### config.mk
export PLATFORM = sky130hd
export DESIGN_NAME = mem_arbiter
export DESIGN_NICKNAME = d
export VERILOG_FILES = /design/src/rtl/mem_arb_pkg.sv /design/src/rtl/mem_arb_tagpipe.sv /design/src/rtl/mem_arbiter.sv
export SDC_FILE = /design/constraint.sdc
export NUM_CORES = 1
export LEC_CHECK = 0
export BUFFER_PORTS_ARGS = -buffer_cell sky130_fd_sc_hd__buf_2
export CORE_AREA = 3 3 107 109
export CTS_BUF_LIST = sky130_fd_sc_hd__clkbuf_8
export DETAILED_ROUTE_END_ITERATION = 7
export DIE_AREA = 0 0 110 112
export SYNTH_ARGS = -nofsm -noshare
export SYNTH_HDL_FRONTEND = slang
export SYNTH_SLANG_ARGS = --single-unit
### constraint.sdc
create_clock -name clk -period 1.55 [get_ports clk]
set_clock_uncertainty 0.05 [all_clocks]
set_input_delay 0.3875 -clock clk [delete_from_list [all_inputs] [get_ports clk]]
set_output_delay 0.3875 -clock clk [all_outputs]
set_load 0.005 [all_outputs]
### src/rtl/mem_arb_pkg.sv
// Shared types for the data-memory arbiter: requester ids, arbitration
// modes, the request bundle and the read-tag entry carried through the
// tag pipeline.
package mem_arb_pkg;

  // Which requester an access belongs to.
  typedef enum logic {
    ARB_CORE = 1'b0,
    ARB_HOST = 1'b1
  } arb_port_e;

  // Which requester wins when both ask in the same cycle.
  typedef enum logic {
    CORE_PRI = 1'b0,
    HOST_PRI = 1'b1
  } arb_mode_e;

  // One requester's access, as presented on its request port.
  typedef struct packed {
    logic        we;
    logic [31:0] addr;
    logic [31:0] wdata;
  } mem_req_t;

  // One read-tag entry: whether a read is in flight and who issued it.
  typedef struct packed {
    logic      valid;
    arb_port_e port;
  } rd_tag_t;

  // Empty tag slot, used for writes, idle cycles and reset.
  localparam rd_tag_t TAG_IDLE = '{valid: 1'b0, port: ARB_CORE};

  // Picks the winning port. A lone requester always wins regardless of the
  // mode; the mode only matters on contention. With nobody requesting the
  // result is ARB_CORE, which the caller masks with the request lines.
  function automatic arb_port_e pick_winner(input logic      core_req,
                                            input logic      host_req,
                                            input arb_mode_e mode);
    arb_port_e win;
    if (core_req && host_req) begin
      win = (mode == HOST_PRI) ? ARB_HOST : ARB_CORE;
    end else if (host_req) begin
      win = ARB_HOST;
    end else begin
      win = ARB_CORE;
    end
    return win;
  endfunction

endpackage

### src/rtl/mem_arb_tagpipe.sv
// Read-tag shift register for the memory arbiter. One entry is pushed per
// cycle; the entry leaving the last stage lines up with the memory's read
// data, so its owner can be told that the data on m_rdata is theirs.
// The asynchronous clear drops every in-flight tag so that no response is
// delivered for reads issued before a reset.
module mem_arb_tagpipe
  import mem_arb_pkg::*;
#(
  parameter int DEPTH = 1
) (
  input  logic clk,
  input  logic rst_n,
  input  logic push_valid,
  input  logic push_port,
  output logic head_valid,
  output logic head_port,
  output logic busy
);

  rd_tag_t push_tag;
  rd_tag_t stage [DEPTH];

  // Bundle the incoming tag bits into a tag entry.
  always_comb begin
    push_tag       = TAG_IDLE;
    push_tag.valid = push_valid;
    push_tag.port  = arb_port_e'(push_port);
  end

  // Shift the tags one stage per cycle; reset throws away everything in flight.
  always_ff @(posedge clk or negedge rst_n) begin
    if (!rst_n) begin
      for (int i = 0; i < DEPTH; i++) begin
        stage[i] <= TAG_IDLE;
      end
    end else begin
      stage[0] <= push_tag;
      for (int i = 1; i < DEPTH; i++) begin
        stage[i] <= stage[i-1];
      end
    end
  end

  // Present the oldest entry, whose read data is on the memory bus this cycle.
  always_comb begin
    head_valid = stage[DEPTH-1].valid;
    head_port  = logic'(stage[DEPTH-1].port);
  end

  // Report whether any read is still travelling through the pipeline.
  always_comb begin
    busy = 1'b0;
    for (int i = 0; i < DEPTH; i++) begin
      busy = busy | stage[i].valid;
    end
  end

endmodule

### src/rtl/mem_arbiter.sv
// Data-memory arbiter between the core's memory stage and a host/loader.
// One access per cycle, core preferred, with a starvation counter that
// hands the host priority after it has waited MAX_WAIT cycles. Read data
// is steered back to its issuer through a tag pipeline as deep as the
// memory read latency (RD_LAT must be 1 or 2).
// Optional feature: define MEM_ARB_PERF_EN to add the c_cnt / h_cnt /
// conf_cnt performance counters and their ports.
module mem_arbiter
  import mem_arb_pkg::*;
#(
  parameter int ADDR_SIZE = 10,
  parameter int RD_LAT    = 1,
  parameter int MAX_WAIT  = 4
) (
  input  logic                 clk,
  input  logic                 rst_n,

  input  logic                 c_req,
  input  logic                 c_we,
  input  logic [31:0]          c_addr,
  input  logic [31:0]          c_wdata,
  output logic                 c_gnt,
  output logic                 c_rvalid,
  output logic [31:0]          c_rdata,

  input  logic                 h_req,
  input  logic                 h_we,
  input  logic [31:0]          h_addr,
  input  logic [31:0]          h_wdata,
  output logic                 h_gnt,
  output logic                 h_rvalid,
  output logic [31:0]          h_rdata,

  output logic                 m_en,
  output logic                 m_we,
  output logic [ADDR_SIZE-1:0] m_addr,
  output logic [31:0]          m_wdata,
  input  logic [31:0]          m_rdata,

  output logic                 busy
`ifdef MEM_ARB_PERF_EN
  ,
  output logic [31:0]          c_cnt,
  output logic [31:0]          h_cnt,
  output logic [31:0]          conf_cnt
`endif
);

  // The wait counter must be able to hold MAX_WAIT itself, since it saturates there.
  localparam int                WAIT_W    = $clog2(MAX_WAIT + 1);
  localparam logic [WAIT_W-1:0] WAIT_MAX  = WAIT_W'(MAX_WAIT);
  localparam logic [WAIT_W-1:0] WAIT_LAST = WAIT_W'(MAX_WAIT - 1);
  localparam logic [WAIT_W-1:0] WAIT_ONE  = WAIT_W'(1);

  arb_mode_e         hpri;
  arb_mode_e         hpri_next;
  logic [WAIT_W-1:0] wait_cnt;
  logic [WAIT_W-1:0] wait_next;

  arb_port_e         winner;
  mem_req_t          core_req;
  mem_req_t          host_req;
  mem_req_t          win_req;

  logic              push_valid;
  logic              push_port;
  logic              head_valid;
  logic              head_port;
  logic              tags_busy;

  logic              unused_addr_bits;

  // Decide who gets the memory port this cycle from the live requests and the registered mode.
  always_comb begin
    winner = pick_winner(c_req, h_req, hpri);
    c_gnt  = c_req && (winner == ARB_CORE);
    h_gnt  = h_req && (winner == ARB_HOST);
  end

  // Bundle each requester's signals and select the winner's access.
  always_comb begin
    core_req = '{we: c_we, addr: c_addr, wdata: c_wdata};
    host_req = '{we: h_we, addr: h_addr, wdata: h_wdata};
    win_req  = (winner == ARB_HOST) ? host_req : core_req;
  end

  // Drive the memory port; everything is held at zero when no access is issued.
  always_comb begin
    m_en    = c_gnt | h_gnt;
    m_we    = 1'b0;
    m_addr  = '0;
    m_wdata = '0;
    if (m_en) begin
      m_we    = win_req.we;
      m_addr  = win_req.addr[ADDR_SIZE+1:2];
      m_wdata = win_req.wdata;
    end
  end

  // Byte-offset bits and bits above the memory size are not part of the word index.
  assign unused_addr_bits = ^{win_req.addr[31:ADDR_SIZE+2], win_req.addr[1:0]};

  // Work out the next arbitration mode and how long the host has been kept waiting.
  always_comb begin
    hpri_next = hpri;
    wait_next = wait_cnt;

    case (hpri)
      CORE_PRI: begin
        if (h_req && !h_gnt && (wait_cnt == WAIT_LAST)) begin
          hpri_next = HOST_PRI;
        end
      end
      HOST_PRI: begin
        if (h_gnt) begin
          hpri_next = CORE_PRI;
        end
      end
      default: hpri_next = CORE_PRI;
    endcase

    if (!h_req || h_gnt) begin
      wait_next = '0;
    end else if (wait_cnt != WAIT_MAX) begin
      wait_next = wait_cnt + WAIT_ONE;
    end
  end

  // Hold the arbitration mode and the host wait count.
  always_ff @(posedge clk or negedge rst_n) begin
    if (!rst_n) begin
      hpri     <= CORE_PRI;
      wait_cnt <= '0;
    end else begin
      hpri     <= hpri_next;
      wait_cnt <= wait_next;
    end
  end

  // Tag every issued access; only reads carry a valid tag, writes push an empty slot.
  always_comb begin
    push_valid = m_en && !m_we;
    push_port  = h_gnt;
  end

  mem_arb_tagpipe #(
    .DEPTH (RD_LAT)
  ) u_tagpipe (
    .clk        (clk),
    .rst_n      (rst_n),
    .push_valid (push_valid),
    .push_port  (push_port),
    .head_valid (head_valid),
    .head_port  (head_port),
    .busy       (tags_busy)
  );

  // Steer the returning read data to whichever port issued the read.
  always_comb begin
    c_rvalid = 1'b0;
    h_rvalid = 1'b0;
    c_rdata  = '0;
    h_rdata  = '0;
    if (head_valid) begin
      if (arb_port_e'(head_port) == ARB_HOST) begin
        h_rvalid = 1'b1;
        h_rdata  = m_rdata;
      end else begin
        c_rvalid = 1'b1;
        c_rdata  = m_rdata;
      end
    end
  end

  assign busy = tags_busy;

`ifdef MEM_ARB_PERF_EN
  // Count grants per port and cycles in which both ports competed; all wrap at 2^32.
  always_ff @(posedge clk or negedge rst_n) begin
    if (!rst_n) begin
      c_cnt    <= '0;
      h_cnt    <= '0;
      conf_cnt <= '0;
    end else begin
      if (c_gnt) begin
        c_cnt <= c_cnt + 32'd1;
      end
      if (h_gnt) begin
        h_cnt <= h_cnt + 32'd1;
      end
      if (c_req && h_req) begin
        conf_cnt <= conf_cnt + 32'd1;
      end
    end
  end
`endif

endmodule
==> key figures, run 1 <==
STA
  – Fin. max-slew vios: 0
  – Unrepaired setup endpoints after global routing: true
  – Slew headroom: 0.8618
  – Achievable Freq: 0.5535 GHz
  – Final setup fails: 96
  – Final min period: 1.807 ns
  – Slew @ Worst Pin: 0.2055 ns
  – Hold Vio Cnt, Final: 0
  – Final hold slack: 0.3360 ns
  – Final Cycle Share: 1.165
  – Worst setup margin: -0.2565 ns

Logic synthesis
  – Synth Warn #: 0
  – Synth Cell Area: 1618 um2
  – FF+latch count, synth: 6
  – Mapped Nets: 422
  – Sequential element share of the synthesized area: 0.09281
  – Yosys cell types: 23
  – Mean Syn Cell Area: 6.394 um2
  – Mapped Cells: 253

CTS
  – CTS Sinks: 6
  – Root Driver: clkbuf_8
  – Clock buffer depth: 2
  – CTS buffer count: 3
  – CTS tree: built
  – # H-tree levels: 1
  – Clk_lat worst skew: 0.22 ns
  – Clock-pin slew on the worst setup and hold paths: 0.03 ns

Power and ir drop
  – Sequential share of power: 0.122
  – Clock share of power: 0.160
  – Leakage power: 2.045 nW
  – Sw frac: 0.3491
  – Logic pwr share: 0.719
  – Pwr/cell area: 382.3 nW/um2
  – Pwr Total: 0.001410 W
  – Peak supply drop: 0.1877 mV
  – Int Power: 0.0009177 W
  – P_sw: 0.0004921 W

Detailed routing
  – DRC viols: 0
  – Met3 routed WL: 844 um
  – Wire length on met2: 4.521 mm
  – Routed length per instance: 13.38 um
  – Wl on met1: 3.038 mm
  – Initial DRC Count: 132
  – Final wirelength: 8.429 mm
  – Via count: 2,687
  – Top Layer Used: met4
  – Detail Route Antenna Nets: 0
  – Vias/cell: 4.265
  – DR pass1 iterations: 4

Worst setup path
  – Worst-path fanout max: 8
  – Slowest-stage cell, CP: dfrtp_1
  – Critical path class: reg2out
  – Delay-heaviest family, CP: simple AND/OR/NAND/NOR gates
  – Worst Path Buf+Inv: 2
  – Crit path largest cell delay: 0.37 ns
  – RR Startpoint: hpri$_DFF_PN0_
  – Startpoint class of the critical path: flip-flop
  – Req. time, crit path: 1.11 ns
  – Critical path endpoint category: output pin
  – Cell Chain, Critical Path: and2b_4 > clkbuf_16 > and2_4 > buf_6
  – RR Endpoint: u_tagpipe.busy$_DFF_PN0_
  – Data arrival, critical path: 1.37 ns
  – Reg2Reg Depth: 4
  – Flop-to-flop setup slack: 0.30 ns

Global route
  – Gr usage total: 0.1031
  – First-pass GRT wire length: 10.46 mm
  – GRT Residual Overflow: 0
  – Initial antenna violation count: 0
  – Vias in the first global route: 2,247
  – Pin count of the biggest net entering global routing: 47

Final layout
  – # diodes: 0
  – Core Util, Final: 0.3447
  – Commonest non-fill, non-tap cell in the layout: buf_2
  – Layout area overhead: 127.9%
  – Final Non-Filler Cells: 630
  – Fillers: 1,125
  – Fraction of layout cells with a size suffix above 1: 0.7163
  – Most frequent cells in the layout: 191 x buf_2, 47 x buf_6, 46 x nand2_1
  – # nets final: 661

Place
  – Placed cell count: 616
  – Pre-CTS setup slack: -0.1535 ns
  – RePlAce Congestion: 0.7303
  – Detailed Place HPWL: 5.823 mm
  – Number of buffer cells added on primary ports: 234

Die
  – Die area: 12,320 um2
  – Initial Util: 0.1512
  – Die Wd: 110 um
  – Num ports: 279
  – # rows: 38
  – Die Height: 112 um
  – Core area: 10,700 um2

Run status
  – Failing checks: setup timing
  – Status: finished with violations

Worst hold path
  – Hold Path Origin: h_we
  – Hold Path Sink: u_tagpipe.busy$_DFF_PN0_
  – HP Class: in2reg
  – Hold depth: 2

Job
  – Max-Cap Viols: 0
-- power groups by stage --
stage	Combinational (W)	Clock [W]	Sequential (W)
after floorplan	0.000357	0	0.000173
after global placement	0.000767	0	0.000170
after detailed placement	0.000769	0	0.000170
after CTS	0.000812	0.000232	0.000170
after global routing	0.00110	0.000247	0.000172
final	0.00101	0.000225	0.000171
-- cells in the mapped netlist --
cell type  count  area [um2]
nand2_1       46       172.7
nand3_1       44       220.2
o21ai_2       39       341.6
and2_1        33       206.5
and3_1        32       200.2
clkbuf_1      21       78.83
buf_6          6       67.56
dfrtp_1        6       150.1
inv_1          5       18.77
ha_1           3       37.54
o21ai_0        3       15.01
a21oi_1        2       10.01
buf_2          2       10.01
nor2_1         2       7.510
a211oi_2       1       12.51
a21boi_0       1       7.510
a32o_1         1       10.01
and2_4         1       8.760
and2b_1        1       7.510
nand2b_4       1       13.76
nor2b_1        1       6.260
o22ai_1        1       6.260
xnor2_1        1       8.760
-- repair_timing --
item / CTS / global route
gates resized for setup: 11 / 84
endpoints found under the setup margin: 111 / 107
hold buffers: 1 / 0
pin swaps: 0 / 28
setup buffers: 0 / 2
hold endpoints to repair: 6 / 0
cloned: 2 / 6
-- final cells by class --
type / count / area [um2] / share of cell area
Multi-Input combinational cell: 214 / 1443 / 0.3912
Timing Repair Buffer: 262 / 1858 / 0.5039
Tap cell: 140 / 175.2 / 0.04751
Sequential cell: 6 / 151.4 / 0.04106
Inverter: 5 / 18.77 / 0.005090
Clock buffer: 3 / 41.29 / 0.01120
-- worst max-delay path by stage --
stage                     cells after the start  slack [ns]                           from     endpoint
after floorplan                               6       -0.03                 hpri$_DFF_PN0_    m_addr[0]
after global placement                        6       -0.16                          c_req   m_wdata[2]
after detailed placement                      6       -0.15                          c_req    m_addr[7]
after CTS                                     5       -0.26                 hpri$_DFF_PN0_   m_wdata[2]
after global routing                          5       -0.31                 hpri$_DFF_PN0_  m_wdata[29]
final                                         4       -0.26  u_tagpipe.head_port$_DFF_PN0_  c_rdata[13]
-- stage by stage --
step	area, um2	setup TNS [ns]
2_1_floorplan	1637	-1.023
3_3_place_gp	3030	-5.954
3_5_place_dp	3030	-5.817
4_1_cts	3154	-16.19
5_1_grt	3687	-24.61
6_report	3687	-18.52
-- sequential cells by signal (all words and copies together), names as in the netlist --
signal / flops
hpri: 1
u_tagpipe.busy: 1
wait_cnt: 3
u_tagpipe.head_port: 1
-- logic make-up after synthesis --
kind of cell,after synthesis,share of synthesized area
simple gates,161,0.5213
compound gates,48,0.2490
buf+inv,34,0.1083
flops,6,0.09280
fa+ha+maj,3,0.02320
xor+xnor,1,0.005415
-- layer usage --
metal / vias to the layer above / track usage
met5: - / 0
met4: 0 / 0.009975
met2: 139 / 0.1978
li1: 1339 / -
met1: 1205 / 0.1141
met3: 4 / 0.02841
Note: power is estimated with default switching activity, not from simulation.
==> run 2, diff against run 1 <==
--- a/config.mk
+++ b/config.mk
@@ -5,11 +5,12 @@
 export SDC_FILE = /design/constraint.sdc
 export NUM_CORES = 1
 export LEC_CHECK = 0
-export BUFFER_PORTS_ARGS = -buffer_cell sky130_fd_sc_hd__buf_2
 export CORE_AREA = 3 3 107 109
 export CTS_BUF_LIST = sky130_fd_sc_hd__clkbuf_8
 export DETAILED_ROUTE_END_ITERATION = 7
 export DIE_AREA = 0 0 110 112
+export DONT_BUFFER_PORTS = 1
+export PLACE_DENSITY_LB_ADDON = 0.1
 export SYNTH_ARGS = -nofsm -noshare
 export SYNTH_HDL_FRONTEND = slang
 export SYNTH_SLANG_ARGS = --single-unit
==> key figures, run 2 (synthesis results as in run 1) <==
Run status
  – Status: finished with violations (unchanged)
  – Failing checks: setup timing (unchanged)

Worst setup path
  – Critical Path Stages: 4 (unchanged)
  – Worst-path fanout max: 9 (was 8)
  – RR Startpoint: hpri$_DFF_PN0_ (unchanged)
  – Critical path endpoint category: output pin (unchanged)
  – Slowest-stage cell, CP: dfrtp_1 (unchanged)
  – Setup crit end: m_addr[8] (was c_rdata[13])
  – Worst setup path start: hpri$_DFF_PN0_ (was u_tagpipe.head_port$_DFF_PN0_)
  – Req. time, crit path: 1.11 ns (about the same)
  – Critical path class: reg2out (unchanged)
  – Delay-heaviest family, CP: flip-flops (was simple AND/OR/NAND/NOR gates)
  – Crit path largest cell delay: 0.38 ns (was 0.37 ns)
  – Cell Chain, Critical Path: nand2b_4 > and2_4 > clkbuf_16 > o21ai_4 (was and2b_4 > clkbuf_16 > and2_4 > buf_6)
  – RR Endpoint: u_tagpipe.busy$_DFF_PN0_ (unchanged)
  – Data arrival, critical path: 1.27 ns (was 1.37 ns)
  – Reg2Reg Depth: 4 (unchanged)
  – Startpoint class of the critical path: flip-flop (unchanged)
  – Flop-to-flop setup slack: 0.28 ns (was 0.30 ns)
  – Worst Path Buf+Inv: 1 (was 2)

STA
  – Worst setup margin: -0.1554 ns (was -0.2565 ns)
  – Slew headroom: 0.8011 (was 0.8618)
  – Final Cycle Share: 1.100 (was 1.165)
  – Slew @ Worst Pin: 0.2974 ns (was 0.2055 ns)
  – Final setup fails: 78 (was 96)
  – Fin. max-slew vios: 0 (unchanged)
  – Final min period: 1.705 ns (was 1.807 ns)
  – Hold Vio Cnt, Final: 0 (unchanged)
  – Unrepaired setup endpoints after global routing: true (unchanged)
  – Achievable Freq: 0.5864 GHz (was 0.5535 GHz)

Die
  – Initial Util: 0.1512 (unchanged)
  – # rows: 38 (unchanged)
  – Core area: 10,700 um2 (unchanged)
  – Die Height: 112 um (unchanged)
  – Die Wd: 110 um (unchanged)
  – Die area: 12,320 um2 (unchanged)
  – Num ports: 279 (unchanged)

Detailed routing
  – Detail Route Antenna Nets: 0 (unchanged)
  – DRC viols: 0 (unchanged)
  – Via count: 1,839 (was 2,687)
  – Routed length per instance: 16.45 um (was 13.38 um)
  – Final wirelength: 6.447 mm (was 8.429 mm)
  – Vias/cell: 4.691 (was 4.265)
  – DR pass1 iterations: 4 (unchanged)
  – Initial DRC Count: 47 (was 132)

Global route
  – Initial antenna violation count: 0 (unchanged)
  – First-pass GRT wire length: 8.459 mm (was 10.46 mm)
  – Vias in the first global route: 1,650 (was 2,247)
  – Pin count of the biggest net entering global routing: 51 (was 47)
  – GRT Residual Overflow: 0 (unchanged)
  – Gr usage total: 0.08644 (was 0.1031)

Power and ir drop
  – Leakage power: 0.9365 nW (was 2.045 nW)
  – Pwr/cell area: 436.1 nW/um2 (was 382.3 nW/um2)
  – Peak supply drop: 0.1678 mV (was 0.1877 mV)

Final layout
  – Final Non-Filler Cells: 392 (was 630)
  – Register area: 150.1 um2 (was 151.4 um2)
  – Commonest non-fill, non-tap cell in the layout: nand2_1 (was buf_2)
  – Largest Register: wait_cnt (unchanged)
  – Fillers: 1,197 (was 1,125)
  – Core Util, Final: 0.1993 (was 0.3447)
  – Most frequent cells in the layout: 46 x nand2_1, 44 x nand3_1, 32 x and3_1 (was 191 x buf_2, 47 x buf_6, 46 x nand2_1)
  – Number of flip-flops under the largest register name: 3 (unchanged)
  – # diodes: 0 (unchanged)
  – Multi-input logic area: 1459 um2 (was 1443 um2)
  – Layout area overhead: 31.79% (was 127.9%)
  – # nets final: 423 (was 661)
  – Fraction of layout cells with a size suffix above 1: 0.3690 (was 0.7163)

CTS
  – CTS buffer count: 3 (unchanged)
  – Root Driver: clkbuf_8 (unchanged)
  – CTS tree: built (unchanged)
  – CTS Sinks: 6 (unchanged)
  – Clock-pin slew on the worst setup and hold paths: 0.04 ns (was 0.03 ns)
  – # H-tree levels: 1 (unchanged)
  – Clock buffer depth: 2 (unchanged)
  – Clk_lat worst skew: 0.22 ns (about the same)

Place
  – RePlAce Congestion: 0.6489 (was 0.7303)
  – Detailed Place HPWL: 4.693 mm (was 5.823 mm)
  – Number of buffer cells added on primary ports: 0 (was 234)
  – Placed cell count: 377 (was 616)

Worst hold path
  – HP Class: in2reg (unchanged)

Job
  – Max-Cap Viols: 0 (unchanged)
## run 2: cell count changes in the layout (fill, tap and decap cells not counted), sizes merged
cell and change:
and2 +1, buf -238, clkbuf -1
## run 2: worst min-delay path by stage
stage,startpoint,endpoint,slack [ns],cells past startpoint
after global routing,h_we,u_tagpipe.busy$_DFF_PN0_,0.22,1
after detailed placement,rst_n,wait_cnt[1]$_DFFE_PN0P_,0.04,0
after global placement,rst_n,wait_cnt[1]$_DFFE_PN0P_,0.04,0
final,h_we,u_tagpipe.busy$_DFF_PN0_,0.22,1
after floorplan,rst_n,hpri$_DFF_PN0_,0.04,0
after CTS,h_we,u_tagpipe.busy$_DFF_PN0_,0.21,1
## run 2: layout make-up
cell class | instances | share of cell area
multi-input cells | 215 | 0.6843
well taps | 140 | 0.08216
repair buffers | 23 | 0.1350
inverters | 5 | 0.008803
clock buffers | 3 | 0.01937
flip-flops and latches | 6 | 0.07042
## run 2: where the power goes
| part | total (W) | internal (W) | leakage (nW) | switching, W |
|---|---|---|---|---|
| logic | 0.000532 | 0.000256 | 0.835 | 0.000277 |
| registers | 0.000169 | 0.000164 | 0.0798 | 0.00000460 |
| clock network | 0.000229 | 0.000166 | 0.0216 | 0.0000624 |
## run 2: metrics by stage
step / TNS [ns] / worst slack (ns) / cell area, um2 / power (W) / hold slack (ns)
floorplan: -1.023 / -0.02828 / 1637 / 0.0005292 / 0.04191
global placement: -0.08868 / -0.01334 / 1759 / 0.0005776 / 0.04241
detailed placement: 0 / 0.01172 / 1759 / 0.0005728 / 0.04251
CTS: -9.368 / -0.1847 / 1932 / 0.0008635 / 0.2144
global route: -13.47 / -0.1949 / 2132 / 0.0009985 / 0.2151
finish: -9.424 / -0.1554 / 2132 / 0.0009298 / 0.2243
## run 2: timing repair
item                                    in CTS  in global routing
endpoints found under the setup margin      79                100
pin swaps                                    2                 16
resized for setup                           13                 30
hold buffers                                 1                  0
cloned                                       2                  4
hold endpoints to repair                     6                  0
setup buffers                                5                  0
## run 2: routing by layer
metal	vias up	track usage	routed length, um	part of all wire
met2	147	0.1715	3556	0.55
met4	0	0.01746	34	0.0053
li1	857	-	-	-
met5	-	0	0	0
met1	833	0.09254	2248	0.35
met3	2	0.01449	608	0.094
